==> src/rtl/spgd_metric_diff_if.sv <==
// Bus bundle between the SPGD metric differencer, the upstream averager,
// the actuator stage and the downstream consumer of the metric difference.
interface spgd_metric_diff_if #(
   parameter int ADC_WIDTH = 12
);
   logic                        enable;
   logic signed [ADC_WIDTH-1:0] avg_data;
   logic                        avg_done;
   logic                        avg_rst;
   logic                        pert_sign;
   logic signed [ADC_WIDTH:0]   diff_out;
   logic                        diff_valid;
   logic                        diff_ready;
   logic [15:0]                 pair_cnt;
   logic                        timeout_err;

   modport master (
      output enable, avg_data, avg_done, diff_ready,
      input  avg_rst, pert_sign, diff_out, diff_valid, pair_cnt, timeout_err
   );

   modport slave (
      input  enable, avg_data, avg_done, diff_ready,
      output avg_rst, pert_sign, diff_out, diff_valid, pair_cnt, timeout_err
   );
endinterface

==> src/rtl/spgd_metric_diff.sv <==
// SPGD two-sided perturbation sequencer: measures J+ and J-, emits J+ - J-.
// Optional averaging watchdog enabled by defining SPGD_DIFF_TIMEOUT_EN.
module spgd_metric_diff #(
   parameter int ADC_WIDTH      = 12,
   parameter int SETTLE_CYCLES  = 64,
   parameter int TIMEOUT_CYCLES = 4096
) (
   input logic              clk,
   input logic              rst_n,
   spgd_metric_diff_if.slave bus
);

   typedef enum logic [2:0] {
      IDLE,
      SET_PLUS,
      WAIT_PLUS,
      SET_MINUS,
      WAIT_MINUS,
      OUTPUT
   } state_t;

   localparam logic [15:0] SettleLast = 16'(SETTLE_CYCLES - 1);

   generate
      if (SETTLE_CYCLES < 1 || SETTLE_CYCLES > 65535 || TIMEOUT_CYCLES < 1 || ADC_WIDTH < 2) begin : g_param_check
         $error("spgd_metric_diff: illegal parameter value");
      end
   endgenerate

   state_t                      state_q, state_d;
   logic                        avg_rst_q, avg_rst_d;
   logic                        pert_sign_q, pert_sign_d;
   logic                        diff_valid_q, diff_valid_d;
   logic signed [ADC_WIDTH:0]   diff_out_q, diff_out_d;
   logic [15:0]                 pair_cnt_q, pair_cnt_d;
   logic signed [ADC_WIDTH-1:0] jplus_q, jplus_d;
   logic [15:0]                 settle_cnt_q, settle_cnt_d;
   logic                        done_prev_q, done_prev_d;
   logic                        done_rise;
   logic signed [ADC_WIDTH:0]   diff_calc;

`ifdef SPGD_DIFF_TIMEOUT_EN
   localparam int WdW = (TIMEOUT_CYCLES > 1) ? $clog2(TIMEOUT_CYCLES) : 1;
   localparam logic [WdW-1:0] WdLast = WdW'(TIMEOUT_CYCLES - 1);

   logic [WdW-1:0] wd_cnt_q, wd_cnt_d;
   logic           timeout_err_q, timeout_err_d;
`endif

   // A done level already high when the averager leaves reset must not count as a rise.
   assign done_rise = bus.avg_done & ~done_prev_q;
   assign diff_calc = {jplus_q[ADC_WIDTH-1], jplus_q} - {bus.avg_data[ADC_WIDTH-1], bus.avg_data};

   always_comb begin
      state_d      = state_q;
      avg_rst_d    = avg_rst_q;
      pert_sign_d  = pert_sign_q;
      diff_valid_d = diff_valid_q;
      diff_out_d   = diff_out_q;
      pair_cnt_d   = pair_cnt_q;
      jplus_d      = jplus_q;
      settle_cnt_d = settle_cnt_q;
      done_prev_d  = avg_rst_q ? 1'b1 : bus.avg_done;
`ifdef SPGD_DIFF_TIMEOUT_EN
      wd_cnt_d      = wd_cnt_q;
      timeout_err_d = 1'b0;
`endif

      case (state_q)
         IDLE: begin
            avg_rst_d    = 1'b1;
            diff_valid_d = 1'b0;
            if (bus.enable) begin
               state_d      = SET_PLUS;
               pert_sign_d  = 1'b0;
               settle_cnt_d = '0;
            end
         end

         SET_PLUS: begin
            avg_rst_d   = 1'b1;
            pert_sign_d = 1'b0;
            if (settle_cnt_q == SettleLast) begin
               state_d      = WAIT_PLUS;
               avg_rst_d    = 1'b0;
               settle_cnt_d = '0;
`ifdef SPGD_DIFF_TIMEOUT_EN
               wd_cnt_d     = '0;
`endif
            end else begin
               settle_cnt_d = settle_cnt_q + 16'd1;
            end
         end

         WAIT_PLUS: begin
            avg_rst_d = 1'b0;
            if (done_rise) begin
               jplus_d      = bus.avg_data;
               state_d      = SET_MINUS;
               avg_rst_d    = 1'b1;
               pert_sign_d  = 1'b1;
               settle_cnt_d = '0;
            end
`ifdef SPGD_DIFF_TIMEOUT_EN
            else if (wd_cnt_q == WdLast) begin
               timeout_err_d = 1'b1;
               jplus_d       = '0;
               avg_rst_d     = 1'b1;
               settle_cnt_d  = '0;
               pert_sign_d   = 1'b0;
               state_d       = bus.enable ? SET_PLUS : IDLE;
            end else begin
               wd_cnt_d = wd_cnt_q + 1'b1;
            end
`endif
         end

         SET_MINUS: begin
            avg_rst_d   = 1'b1;
            pert_sign_d = 1'b1;
            if (settle_cnt_q == SettleLast) begin
               state_d      = WAIT_MINUS;
               avg_rst_d    = 1'b0;
               settle_cnt_d = '0;
`ifdef SPGD_DIFF_TIMEOUT_EN
               wd_cnt_d     = '0;
`endif
            end else begin
               settle_cnt_d = settle_cnt_q + 16'd1;
            end
         end

         WAIT_MINUS: begin
            avg_rst_d = 1'b0;
            if (done_rise) begin
               diff_out_d   = diff_calc;
               diff_valid_d = 1'b1;
               state_d      = OUTPUT;
            end
`ifdef SPGD_DIFF_TIMEOUT_EN
            else if (wd_cnt_q == WdLast) begin
               timeout_err_d = 1'b1;
               jplus_d       = '0;
               avg_rst_d     = 1'b1;
               settle_cnt_d  = '0;
               pert_sign_d   = 1'b0;
               state_d       = bus.enable ? SET_PLUS : IDLE;
            end else begin
               wd_cnt_d = wd_cnt_q + 1'b1;
            end
`endif
         end

         OUTPUT: begin
            avg_rst_d = 1'b0;
            if (diff_valid_q && bus.diff_ready) begin
               diff_valid_d = 1'b0;
               pair_cnt_d   = pair_cnt_q + 16'd1;
               avg_rst_d    = 1'b1;
               settle_cnt_d = '0;
               if (bus.enable) begin
                  state_d     = SET_PLUS;
                  pert_sign_d = 1'b0;
               end else begin
                  state_d = IDLE;
               end
            end
         end

         default: begin
            state_d      = IDLE;
            avg_rst_d    = 1'b1;
            diff_valid_d = 1'b0;
         end
      endcase
   end

   always_ff @(posedge clk or negedge rst_n) begin
      if (!rst_n) begin
         state_q       <= IDLE;
         avg_rst_q     <= 1'b1;
         pert_sign_q   <= 1'b0;
         diff_valid_q  <= 1'b0;
         diff_out_q    <= '0;
         pair_cnt_q    <= '0;
         jplus_q       <= '0;
         settle_cnt_q  <= '0;
         done_prev_q   <= 1'b1;
`ifdef SPGD_DIFF_TIMEOUT_EN
         wd_cnt_q      <= '0;
         timeout_err_q <= 1'b0;
`endif
      end else begin
         state_q       <= state_d;
         avg_rst_q     <= avg_rst_d;
         pert_sign_q   <= pert_sign_d;
         diff_valid_q  <= diff_valid_d;
         diff_out_q    <= diff_out_d;
         pair_cnt_q    <= pair_cnt_d;
         jplus_q       <= jplus_d;
         settle_cnt_q  <= settle_cnt_d;
         done_prev_q   <= done_prev_d;
`ifdef SPGD_DIFF_TIMEOUT_EN
         wd_cnt_q      <= wd_cnt_d;
         timeout_err_q <= timeout_err_d;
`endif
      end
   end

   assign bus.avg_rst    = avg_rst_q;
   assign bus.pert_sign  = pert_sign_q;
   assign bus.diff_valid = diff_valid_q;
   assign bus.diff_out   = diff_out_q;
   assign bus.pair_cnt   = pair_cnt_q;
`ifdef SPGD_DIFF_TIMEOUT_EN
   assign bus.timeout_err = timeout_err_q;
`else
   assign bus.timeout_err = 1'b0;
`endif

endmodule

==> src/flat_wrapper.sv <==
// flat-port wrapper written by rule: the top's interface ports become plain ports
module spgd_metric_diff_flat 
#(
   parameter int ADC_WIDTH      = 12,
   parameter int SETTLE_CYCLES  = 64,
   parameter int TIMEOUT_CYCLES = 4096
)
  (clk, rst_n, bus_enable, bus_avg_data, bus_avg_done, bus_diff_ready, bus_avg_rst, bus_pert_sign, bus_diff_out, bus_diff_valid, bus_pair_cnt, bus_timeout_err);
  spgd_metric_diff_if #(.ADC_WIDTH(ADC_WIDTH)) bus_i ();
  input logic clk;
  input logic rst_n;
  input wire logic [$bits(bus_i.enable)-1:0] bus_enable;
  input wire logic [$bits(bus_i.avg_data)-1:0] bus_avg_data;
  input wire logic [$bits(bus_i.avg_done)-1:0] bus_avg_done;
  input wire logic [$bits(bus_i.diff_ready)-1:0] bus_diff_ready;
  output wire logic [$bits(bus_i.avg_rst)-1:0] bus_avg_rst;
  output wire logic [$bits(bus_i.pert_sign)-1:0] bus_pert_sign;
  output wire logic [$bits(bus_i.diff_out)-1:0] bus_diff_out;
  output wire logic [$bits(bus_i.diff_valid)-1:0] bus_diff_valid;
  output wire logic [$bits(bus_i.pair_cnt)-1:0] bus_pair_cnt;
  output wire logic [$bits(bus_i.timeout_err)-1:0] bus_timeout_err;
  assign bus_i.enable = bus_enable;
  assign bus_i.avg_data = bus_avg_data;
  assign bus_i.avg_done = bus_avg_done;
  assign bus_i.diff_ready = bus_diff_ready;
  assign bus_avg_rst = bus_i.avg_rst;
  assign bus_pert_sign = bus_i.pert_sign;
  assign bus_diff_out = bus_i.diff_out;
  assign bus_diff_valid = bus_i.diff_valid;
  assign bus_pair_cnt = bus_i.pair_cnt;
  assign bus_timeout_err = bus_i.timeout_err;
  spgd_metric_diff #(.ADC_WIDTH(ADC_WIDTH), .SETTLE_CYCLES(SETTLE_CYCLES), .TIMEOUT_CYCLES(TIMEOUT_CYCLES)) u_core (.clk(clk), .rst_n(rst_n), .bus(bus_i));
endmodule
==> config.mk <==
export PLATFORM = sky130hd
export DESIGN_NAME = spgd_metric_diff_flat
export DESIGN_NICKNAME = d
export VERILOG_FILES = /design/src/rtl/spgd_metric_diff_if.sv /design/src/rtl/spgd_metric_diff.sv /design/src/flat_wrapper.sv
export SDC_FILE = /design/constraint.sdc
export NUM_CORES = 1
export LEC_CHECK = 0
export BUFFER_PORTS_ARGS = -buffer_cell sky130_fd_sc_hd__buf_2
export CORE_ASPECT_RATIO = 0.8
export CORE_MARGIN = 8
export CORE_UTILIZATION = 55
export CTS_CLUSTER_SIZE = 30
export DETAILED_ROUTE_END_ITERATION = 16
export GPL_TIMING_DRIVEN = 1
export PLACE_DENSITY_LB_ADDON = 0.05
export RECOVER_POWER = 50
export REMOVE_ABC_BUFFERS = 1
export SLEW_MARGIN = 20
export SYNTH_ARGS = -nofsm -noshare
export SYNTH_HDL_FRONTEND = slang
export SYNTH_SLANG_ARGS = --single-unit
==> constraint.sdc <==
create_clock -name clk -period 2.7 [get_ports clk]
set_input_delay 0.27 -clock clk [delete_from_list [all_inputs] [get_ports clk]]
set_output_delay 0.27 -clock clk [all_outputs]
set_load 0.02 [all_outputs]
# Yosys cells after proc, flatten, opt, wreduce, memory -nomap -nowiden
# Index checks and enable logic that the tools add are counted.
# totals
regBits	64
latchBits	0
mem_bits_rw	0
mem_bits_ro	0
in_bits	17
out_inout_bits	33
word_cells	64
mem_count	0
# classes
addsub	3
n_mul	0
div_mod_pow	0
n_lt_le_gt_ge	0
n_eq_ne	12
shift	0
muxes	24
bitwise_logic	3
reduce_logical	13
# op_table
cell	n
2-to-1 mux 16 bit	4
one-hot mux 16 bit (4 select lines)	1
adder 16 x 1 -> 16 bit, second input constant	2
2-to-1 mux 3 bit	6
one-hot mux 3 bit (6 select lines)	1
equality test 16 x 6 -> 1 bit, second input constant	1
subtractor 12 x 12 -> 13 bit	1
inequality test 2 x 1 -> 1 bit, second input constant	5
2-to-1 mux 1 bit	9
equality test 3 x 2 -> 1 bit, second input constant	2
equality test 3 bit, second input constant	2
AND reduction 2 bit	3
AND reduction 3 bit	2
AND reduction 6 bit	1
one-hot mux 1 bit (5 select lines)	1
nonzero test 5 bit	1
one-hot mux 1 bit (4 select lines)	1
AND reduction 4 bit	1
nonzero test 4 bit	1
equality test 3 x 1 -> 1 bit, second input constant	1
logical NOT 3 bit	1
one-hot mux 1 bit (3 select lines)	1
OR reduction 3 bit	1
inequality test 2 bit, second input constant	1
4 further kinds	5

# Logic depth before layout (Yosys ltp)
# Gate-level depths: netlist (run 1).
# depth
depth_word	4
mapped_depth	8
ltp_nobuf	8

# Worst setup path before layout (run 1)
# OpenSTA, ideal clock, no wires.
# synth_timing
path_type	flip-flop to flip-flop
from	reg u_core.settle_cnt_q[0]
to	reg u_core.settle_cnt_q[3]
setup_time_ns	0.074
arrival_ns	1.844
required_time_ns	2.626
slack_ns	0.782
path_stages_with_launch	9
n_path_buf	2
synth_period_minus_slack_ns	1.918
path_cell_list	dfrtp_1 -> ha_1 -> and3_1 -> and4_1 -> buf_6 -> or2_1 -> buf_6 -> or3_1 -> o21ai_2
# synth_via
elab_chain_cells	3
word_cells_on_any_way	4
classes_between	add/sub: 1; eq/ne: 1; mux: 2
# synth_rtl
item	line_no	text
start, declared	spgd_metric_diff.sv:37	logic [15:0] settle_cnt_q, settle_cnt_d;
start signal, assigned	spgd_metric_diff.sv:201	settle_cnt_q <= settle_cnt_d;
adder 16 x 1 -> 16 bit or equality test 16 x 6 -> 1 bit (tied branches)	-	
2-to-1 mux 16 bit (*)	spgd_metric_diff.sv:83, spgd_metric_diff.sv:121	
one-hot mux 16 bit (4 select lines) (*)	spgd_metric_diff.sv:69	case (state_q)
# Mark *: on every way between the ends. The rest lies on a longest branch, timed or not.
# A chain may end at the register's enable or synchronous reset.

# Worst setup path in the final report (run 1)
# layout_timing
from	reg u_core.state_q[2]
to	reg u_core.diff_out_q[8], in the netlist u_core.bus.diff_out[8]
# layout_via
elab_chain_cells	2
# layout_rtl
item	line_no	text
start, declared	spgd_metric_diff.sv:30	state_t state_q, state_d;
start signal, assigned	spgd_metric_diff.sv:194	state_q <= state_d;
equality test 3 bit	spgd_metric_diff.sv:69	
AND reduction 2 bit (no source line)	-	
end signal, assigned	spgd_metric_diff.sv:198	diff_out_q <= diff_out_d;
end, declared	spgd_metric_diff.sv:34	logic signed [ADC_WIDTH:0] diff_out_q, diff_out_d;
# No other way between the ends.

==> results.cfg, run 1 <==
[final_layout]
antenna_cells = 0
fin_util_pct = 63.2
syn_to_final_growth_pct = 12.8
stdcell_count = 524
drive_gt1_share_pct = 10.5
mostFrequentLayoutCells = dfrtp_1 (62), nand2_1 (51), clkbuf_1 (33)
layout_commonest_cell = dfrtp_1
layout.nets = 468

[sta]
fin_setup_tns_ns = 0
setup_viol = 0
worst_pin_slew_ns = 1.73
max_freq_ghz = 0.484
maxSlewHeadroom_pct = -15.3
fin_skew_ns = 0.00850
hold_viol_final = 0
fin_crit_ns = 2.06
timing.hold.ws_ns = 0.170
finalMaxSlewViolations = 34
fin_crit_sh_pct = 76.5
rsz0062_at_grt = no

[flow_run]
maxCapViolCount = 1

[grt]
grt_usage_pct = 17.2
grt_pass1_vias = 2671
grt_pass1_wl_mm = 12.9
grt_max_degree = 34
antenna_found_initial = 0
grt-ovfl-total = 0

[placed_design]
dp.cells = 508
gp_congestion = 0.941
dp_hpwl_mm = 5.65
io_buffers = 48

[logic_synthesis]
syn_area_um2 = 3520
ys_ff_latch = 64
yosysUniqueCellTypes = 53
yosysWarnings = 0
yosysTopAreaCellShare_pct = 44.1
synthCells = 386
synth_area_leaders = dfrtp_1 (44%), nand2_1 (5.4%), ha_1 (5.0%)
synth_ff_type = dfrtp_1
syn_avg_cell_area_um2 = 9.11
yosys.area.top_type = dfrtp_1
synth_edf_count = 0
async_flop_share_pct = 100
ys_seq_area_share_pct = 45.6

[detailed_routing]
final_antenna_net_count = 0
drt_iter0_drc = 151
wl_per_cell_um = 14.7
first_pass_iters = 4
via_count = 2901
drc = 0
finalWirelength_mm = 7.72
routed_via_density = 5.54

[run_status]
violations = max-capacitance violations, max-slew violations
status = finished with violations

[die]
die_h_um = 87.5
floorplan.die_area_um2 = 9230
dieWidth_um = 105
num_rows = 26
initial_core_util_pct = 56.0
io_pins = 50
core_um2 = 6280

[clock_network]
clkSinkCount = 64
clk_latency_ns = 0.34
clockRootBuffer = clkbuf_8
clk_pin_slew_ns = 0.07
cts_buffers = 9
postCtsSetupBuffers = 0
cts_tree = yes
cts.path.max_buffers = 2
ctsResizeCount = 0
htree_levels = 3
postCtsHoldBufs = 1

[power]
max-vdd-ir-drop_uv = 494
leakagePower_nw = 1.83
cellPowerDensity_nw_per_um2 = 759
power_mw = 3.01

[worst_setup_path]
start_kind = flip-flop
critPathRequiredTime_ns = 2.91
crit_fanout = 20
cp-end-kind = flip-flop
critPathArrivalTime_ns = 2.27
crit_type = flip-flop to flip-flop

[min_path]
hold_class = input pin to flip-flop
==> cell type report <==
| type | instances | area (um2) |
|---|---|---|
| fillers | 585 | 2310 |
| clock inverters | 6 | 61.3 |
| well taps | 84 | 105 |
| inverters | 19 | 71.3 |
| repair buffers | 54 | 246 |
| clock buffers | 9 | 124 |
| flip-flops and latches | 64 | 1600 |
| multi-input cells | 288 | 1760 |
==> final timing paths <==
check                                        from                     end  slack [ns]  cells past startpoint
hold / removal                       bus_avg_done      u_core.done_prev_q        0.17                      2
setup / recovery                u_core.state_q[2]  u_core.bus.diff_out[8]        0.64                      4
hold reg to reg            u_core.bus.diff_out[2]  u_core.bus.diff_out[2]        0.48                      2
min in group asynchronous                   rst_n  u_core.bus.diff_out[1]        0.91                      2
max in group asynchronous                   rst_n      u_core.done_prev_q        0.68                      3
setup reg to reg                u_core.state_q[2]  u_core.bus.diff_out[8]        0.64                      4
==> stage by stage <==
| step | instance area [um2] | setup slack [ns] |
|---|---|---|
| 6_report | 3970 | 0.635 |
| 2_1_floorplan | 3430 | 0.745 |
| 3_5_place_dp | 3810 | 0.645 |
| 3_3_place_gp | 3810 | 0.729 |
| 4_1_cts | 4010 | 0.640 |
| 5_1_grt | 3970 | 0.360 |
==> cell families (layout without fill, tap and decap cells) <==
logic type / Yosys count / in the layout / synth area share (%)
flip-flops: 64 / 64 / 45.6
AO/OA/AOI/OAI: 95 / 95 / 15.9
multiplexers: 5 / 5 / 1.49
XOR/XNOR: 23 / 23 / 5.73
other: 1 / 1 / 0.107
adder cells (fa/ha/maj): 15 / 15 / 5.55
AND/OR/NAND/NOR: 149 / 149 / 21.2
buffers and inverters: 34 / 88 / 4.48
==> per-layer routing <==
layer  share of wire [%]  GRT usage [%]
met3                 6.9           4.85
met2                  41           25.4
met5                   0              0
met4                 1.1           5.04
met1                  51           24.1
==> state kept, by name (all words and copies together), names as in the netlist <==
| signal | flops |
|---|---|
| u_core.settle_cnt_q | 16 |
| u_core.bus.avg_rst | 1 |
| u_core.bus.pair_cnt | 16 |
| u_core.bus.diff_out | 13 |
| u_core.state_q | 3 |
| u_core.bus.pert_sign | 1 |
| u_core.jplus_q | 12 |
| u_core.done_prev_q | 1 |
| u_core.bus.diff_valid | 1 |
==> critical path, stage by stage, from the launching register on <==
cell      delay, ns
dfrtp_1        0.55
nor2b_1        0.37
nand2_1        0.31
buf_4          0.30
o311ai_0       0.40
==> synth_stat cells (all sizes together), types with 2 or more instances <==
cell type,n
dfrtp,62
nand2,51
o21ai,33
a21oi,31
nand3,23
nor2,21
inv,19
ha,14
xor2,13
xnor2,10
and3,8
buf,8
nand2b,8
clkbuf,7
nor3,6
o211ai,6
or3,6
a31oi,5
or2,5
nand4,4
nor3b,4
o31ai,4
a21o,3
mux2i,3
nor2b,3
nor4,3
o21a,3
a211oi,2
dfstp,2
mux2,2
o311ai,2
==> power breakdown <==
part / switching [mW] / internal [mW]
Combinational: 0.561 / 0.299
Sequential: 0.207 / 1.15
Clock: 0.377 / 0.417
Total: 1.14 / 1.87
No activity file was read; power rests on OpenSTA's default activity.
==> run 2: changes to the inputs <==
Settings changed: CORE_UTILIZATION 55 to 52.
Clock period 2.7 ns to 1.8 ns, I/O delays scaled along.
==> run 2 against run 1 <==
  * The run ends with negative setup slack left
  * Register-to-register slack worse by 0.66 ns
  * Count of clock-buffer cells in the layout unchanged
  * Highest routed layer unchanged
  * Largest cell class unchanged
  * Worst hold slack worse by 0.094 ns
==> results.cfg, run 2 (synthesis results as in run 1) <==
[run_status]
status = finished with violations
violations = negative setup slack

[power]
p_sw_mw = 1.89
cellPowerDensity_nw_per_um2 = 1120
leakagePower_nw = 2.19
switching_share_pct = 37.1
clkPwrFrac_pct = 28.1
max-vdd-ir-drop_uv = 532
combPwrFrac_pct = 33.6
power.internal_mw = 3.21
p_seq_share_pct = 38.2

[detailed_routing]
wl_per_cell_um = 15.0
first_pass_iters = 4
finalWirelength_mm = 8.59
final_antenna_net_count = 0
via_count = 3142
routed_via_density = 5.50
drt_iter0_drc = 200
drc = 0

[worst_setup_path]
rr_endpoint = u_core.bus.diff_out[12]
ff2ff_setup_slack_ns = -0.02
start_kind = flip-flop
cp-end-kind = flip-flop
critPathArrivalTime_ns = 2.06
crit_type = flip-flop to flip-flop
reg2reg_depth = 8
timing.rr.start = u_core.jplus_q[0]
critPathRequiredTime_ns = 2.04
crit_fanout = 3

[clock_network]
cts_buffers = 9
clk_pin_slew_ns = 0.08
cts_tree = yes
htree_levels = 3
cts.path.max_buffers = 2
clockRootBuffer = clkbuf_8
clk_latency_ns = 0.35
clkSinkCount = 64

[die]
core_um2 = 6470
num_rows = 26
io_pins = 50
floorplan.die_area_um2 = 9670
dieWidth_um = 108
die_h_um = 89.6
initial_core_util_pct = 54.3

[grt]
antenna_found_initial = 0
grt_max_degree = 65
grt_pass1_wl_mm = 14.4
grt_usage_pct = 18.7
grt-ovfl-total = 0
grt_pass1_vias = 3170

[sta]
fin_crit_ns = 1.82
timing.hold.ws_ns = 0.0764
fin_skew_ns = 0.00513
setup_viol = 4
fin_crit_sh_pct = 101
maxSlewHeadroom_pct = 41.3
max_freq_ghz = 0.548
hold_viol_final = 0
worst_pin_slew_ns = 0.880
rsz0062_at_grt = yes
finalMaxSlewViolations = 0
fin_ws_ns = -0.0241

[final_layout]
syn_to_final_growth_pct = 29.2
drive_gt1_share_pct = 29.4
mostFrequentLayoutCells = dfrtp_1 (61), nand2_1 (51), buf_4 (49)
fin_util_pct = 70.2
layout_commonest_cell = dfrtp_1
antenna_cells = 0
layout.nets = 514

[min_path]
holdCritStartpoint = bus_avg_done
min_to = u_core.done_prev_q
min_path_cells = 2
hold_class = input pin to flip-flop

[placed_design]
io_buffers = 48
dp_hpwl_mm = 6.01
gp_congestion = 0.945

[flow_run]
maxCapViolCount = 0
run 2: changes by cell type in the layout (fill, tap and decap cells not counted), sizes merged:
cell,before,now
clkinv,4,2
bufinv,1,2
buf,20,87
clkbuf,42,21
inv,19,21
run 2: layout make-up:
| class | count | area, um2 |
|---|---|---|
| Tap cell | 84 | 105 |
| Sequential cell | 64 | 1610 |
| Inverter | 19 | 71.3 |
| Multi-Input combinational cell | 288 | 1910 |
| Clock buffer | 9 | 124 |
| Timing Repair Buffer | 100 | 623 |
| Clock inverter | 7 | 103 |
| Fill cell | 524 | 1930 |
run 2: worst max path at each step:
stage / cells past startpoint / startpoint / to
floorplan: 4 / u_core.state_q[0] / u_core.bus.diff_out[11]
global route: 8 / u_core.jplus_q[0] / u_core.bus.diff_out[12]
global placement: 6 / u_core.settle_cnt_q[0] / u_core.settle_cnt_q[5]
detailed placement: 6 / u_core.settle_cnt_q[0] / u_core.settle_cnt_q[5]
finish: 8 / u_core.jplus_q[0] / u_core.bus.diff_out[12]
CTS: 6 / u_core.settle_cnt_q[0] / u_core.settle_cnt_q[5]
run 2: stage by stage:
| stage | power (mW) | worst slack [ns] | cell area (um2) | instances | setup TNS [ns] |
|---|---|---|---|---|---|
| 2_1_floorplan | 2.88 | -0.155 | 3430 | 371 | -0.594 |
| 6_report | 5.10 | -0.0241 | 4540 | 571 | -0.0472 |
| 3_5_place_dp | 3.64 | -0.337 | 4160 | 552 | -3.14 |
| 3_3_place_gp | 3.61 | -0.228 | 4160 | 552 | -2.17 |
| 4_1_cts | 5.11 | -0.0763 | 4470 | 571 | -0.257 |
| 5_1_grt | 5.43 | -0.142 | 4540 | 571 | -0.469 |
run 2: timing repair:
item,4_1_cts,5_1_grt
endpoints found under the hold margin,62,0
hold buffers,1,0
gates resized for setup,15,19
buffers inserted,2,0
setup endpoints to repair,19,25
cloned,0,0
pin swaps,4,4
run 2: power groups by stage:
stage	registers (mW)	clock network [mW]	logic, mW
2_1_floorplan	2.22	0	0.664
3_3_place_gp	1.96	0	1.65
3_5_place_dp	1.97	0	1.68
4_1_cts	1.94	1.46	1.71
5_1_grt	2.00	1.53	1.90
6_report	1.95	1.43	1.72
run 2: critical path: stages, from the launching register on:
cell	delay (ns)
dfrtp_1	0.35
inv_1	0.05
ha_2	0.18
fa_2	0.34
nand2b_4	0.17
a21oi_2	0.15
nor2_1	0.09
nor4b_2	0.28
o21ai_1	0.10
run 2: metal layers:
| layer | track usage, % | share of wire [%] |
|---|---|---|
| met4 | 5.40 | 0.73 |
| met2 | 29.7 | 45 |
| met5 | 0 | 0 |
| met1 | 23.5 | 48 |
| met3 | 6.85 | 6.2 |
==> run 3: changes to the inputs <==
Settings changed: BUFFER_PORTS_ARGS -buffer_cell sky130_fd_sc_hd__buf_2 to default, CAP_MARGIN from default to 20, CORE_UTILIZATION 52 to 55, DONT_BUFFER_PORTS from default to 1.
Clock period 1.8 ns to 2.3 ns, I/O delays scaled along.
==> run 3 against run 2 <==
  * The run ends with max-capacitance violations, max-slew violations left
  * Cell area decreased by 14%
  * Utilization decreased by 8.0 points
  * Sequential cell count unchanged
  * Combinational power decreased by 55%
  * Power decreased by 26%
  * Setup slack improved by 0.28 ns
  * First-iteration DRC count decreased by 33%
  * Global-route usage decreased by 1.6 points
  * Register-to-register slack improved by 0.28 ns
  * Largest power group unchanged
  * Highest routed layer unchanged
==> results.cfg, run 3 (synthesis results as in run 1) <==
[run_status]
status = finished with violations
violations = max-capacitance violations, max-slew violations

[final_layout]
stdcell_count = 486
layout.nets = 429
drive_gt1_share_pct = 10.2
antenna_cells = 0
layout_commonest_cell = dfrtp_1
syn_to_final_growth_pct = 11.0
fin_util_pct = 62.2
mostFrequentLayoutCells = dfrtp_1 (62), nand2_1 (51), o21ai_0 (32)
fin_area_um2 = 3900

[sta]
maxSlewHeadroom_pct = -3.68
worst_pin_slew_ns = 1.56
setup_viol = 0
fin_skew_ns = 0.0111
fin_crit_ns = 2.05
fin_crit_sh_pct = 89.0
max_freq_ghz = 0.488
hold_viol_final = 0
fin_setup_tns_ns = 0
fin_ws_ns = 0.252
timing.hold.ws_ns = 0.0317
finalMaxSlewViolations = 65
rsz0062_at_grt = no

[grt]
grt-busiest-layer = met2
grt_pass1_vias = 2566
grt_usage_pct = 17.2
grt_pass1_wl_mm = 12.6
grt_use_met1_pct = 22.5
antenna_found_initial = 0
grtUsageMet2_pct = 25.0
globalRouteMet3Util_pct = 7.28
grt_max_degree = 65
grt-ovfl-total = 0

[clock_network]
postCtsHoldBufs = 3
clkSinkCount = 64
postCtsSetupBuffers = 0
htree_levels = 3
cts_buffers = 9
cts.path.max_buffers = 2
clockRootBuffer = clkbuf_8
clk_pin_slew_ns = 0.07
ctsResizeCount = 0
cts_tree = yes
clk_latency_ns = 0.35

[power]
p_seq_share_pct = 47.2
cellPowerDensity_nw_per_um2 = 961
max-vdd-ir-drop_uv = 456
power.internal_mw = 2.43
clkPwrFrac_pct = 32.2
p_sw_mw = 1.33
combPwrFrac_pct = 20.6
switching_share_pct = 35.4
power_mw = 3.75
leakagePower_nw = 1.80

[die]
io_pins = 50
initial_core_util_pct = 56.0
floorplan.die_area_um2 = 9230
die_h_um = 87.5
num_rows = 26
dieWidth_um = 105
core_um2 = 6280

[worst_setup_path]
critPathArrivalTime_ns = 2.27
cp-end-kind = flip-flop
crit_type = flip-flop to flip-flop
start_kind = flip-flop
crit_fanout = 3
critPathRequiredTime_ns = 2.52

[placed_design]
dp_hpwl_mm = 5.37
place_area_um2 = 3630
dp_slack_ns = 0.287
io_buffers = 0
gp_congestion = 0.829
dp.cells = 467

[min_path]
hold_class = input pin to flip-flop

[detailed_routing]
wl_per_cell_um = 15.3
drc = 0
via_count = 2764
drt_iter0_drc = 134
first_pass_iters = 4
finalWirelength_mm = 7.44
final_antenna_net_count = 0
routed_via_density = 5.69

[flow_run]
maxCapViolCount = 1
[run 3: layout make-up]
class | count | area, um2
clock buffers | 10 | 138
clock inverters | 6 | 114
fillers | 524 | 2370
inverters | 19 | 71.3
multi-input cells | 288 | 1760
flip-flops and latches | 64 | 1600
well taps | 84 | 105
repair buffers | 15 | 115
[run 3: path summary, 6_finish.rpt]
kind | startpoint | end | slack [ns] | cells after the start
setup / recovery | u_core.jplus_q[0] | u_core.bus.diff_out[12] | 0.25 | 8
hold / removal | bus_avg_data[0] | u_core.jplus_q[0] | 0.03 | 1
setup reg to reg | u_core.jplus_q[0] | u_core.bus.diff_out[12] | 0.25 | 8
hold reg to reg | u_core.jplus_q[10] | u_core.jplus_q[10] | 0.49 | 2
max in group asynchronous | rst_n | u_core.bus.diff_out[8] | 0.54 | 2
min in group asynchronous | rst_n | u_core.bus.diff_out[2] | 0.82 | 2
[run 3: worst max-delay path: stages (launching register included)]
cell and delay [ns]:
dfrtp_1 0.34, inv_1 0.04, ha_1 0.19, fa_1 0.40
nand2b_1 0.22, a21oi_1 0.22, nor2_1 0.10, nor4b_1 0.29
o21ai_0 0.13
[run 3: per-layer routing]
layer  vias up  wire (um)
met5         -          0
met4         0         82
met3         9        637
met2        72       3170
met1      1301       3550
li1       1382          -
[run 3: power by group through the flow]
stage	Clock, mW	Sequential, mW	Combinational (mW)
floorplan	0	1.74	0.520
global placement	0	1.79	0.737
detailed placement	0	1.79	0.746
CTS	1.23	1.77	0.785
global route	1.28	1.82	0.897
finish	1.21	1.77	0.774
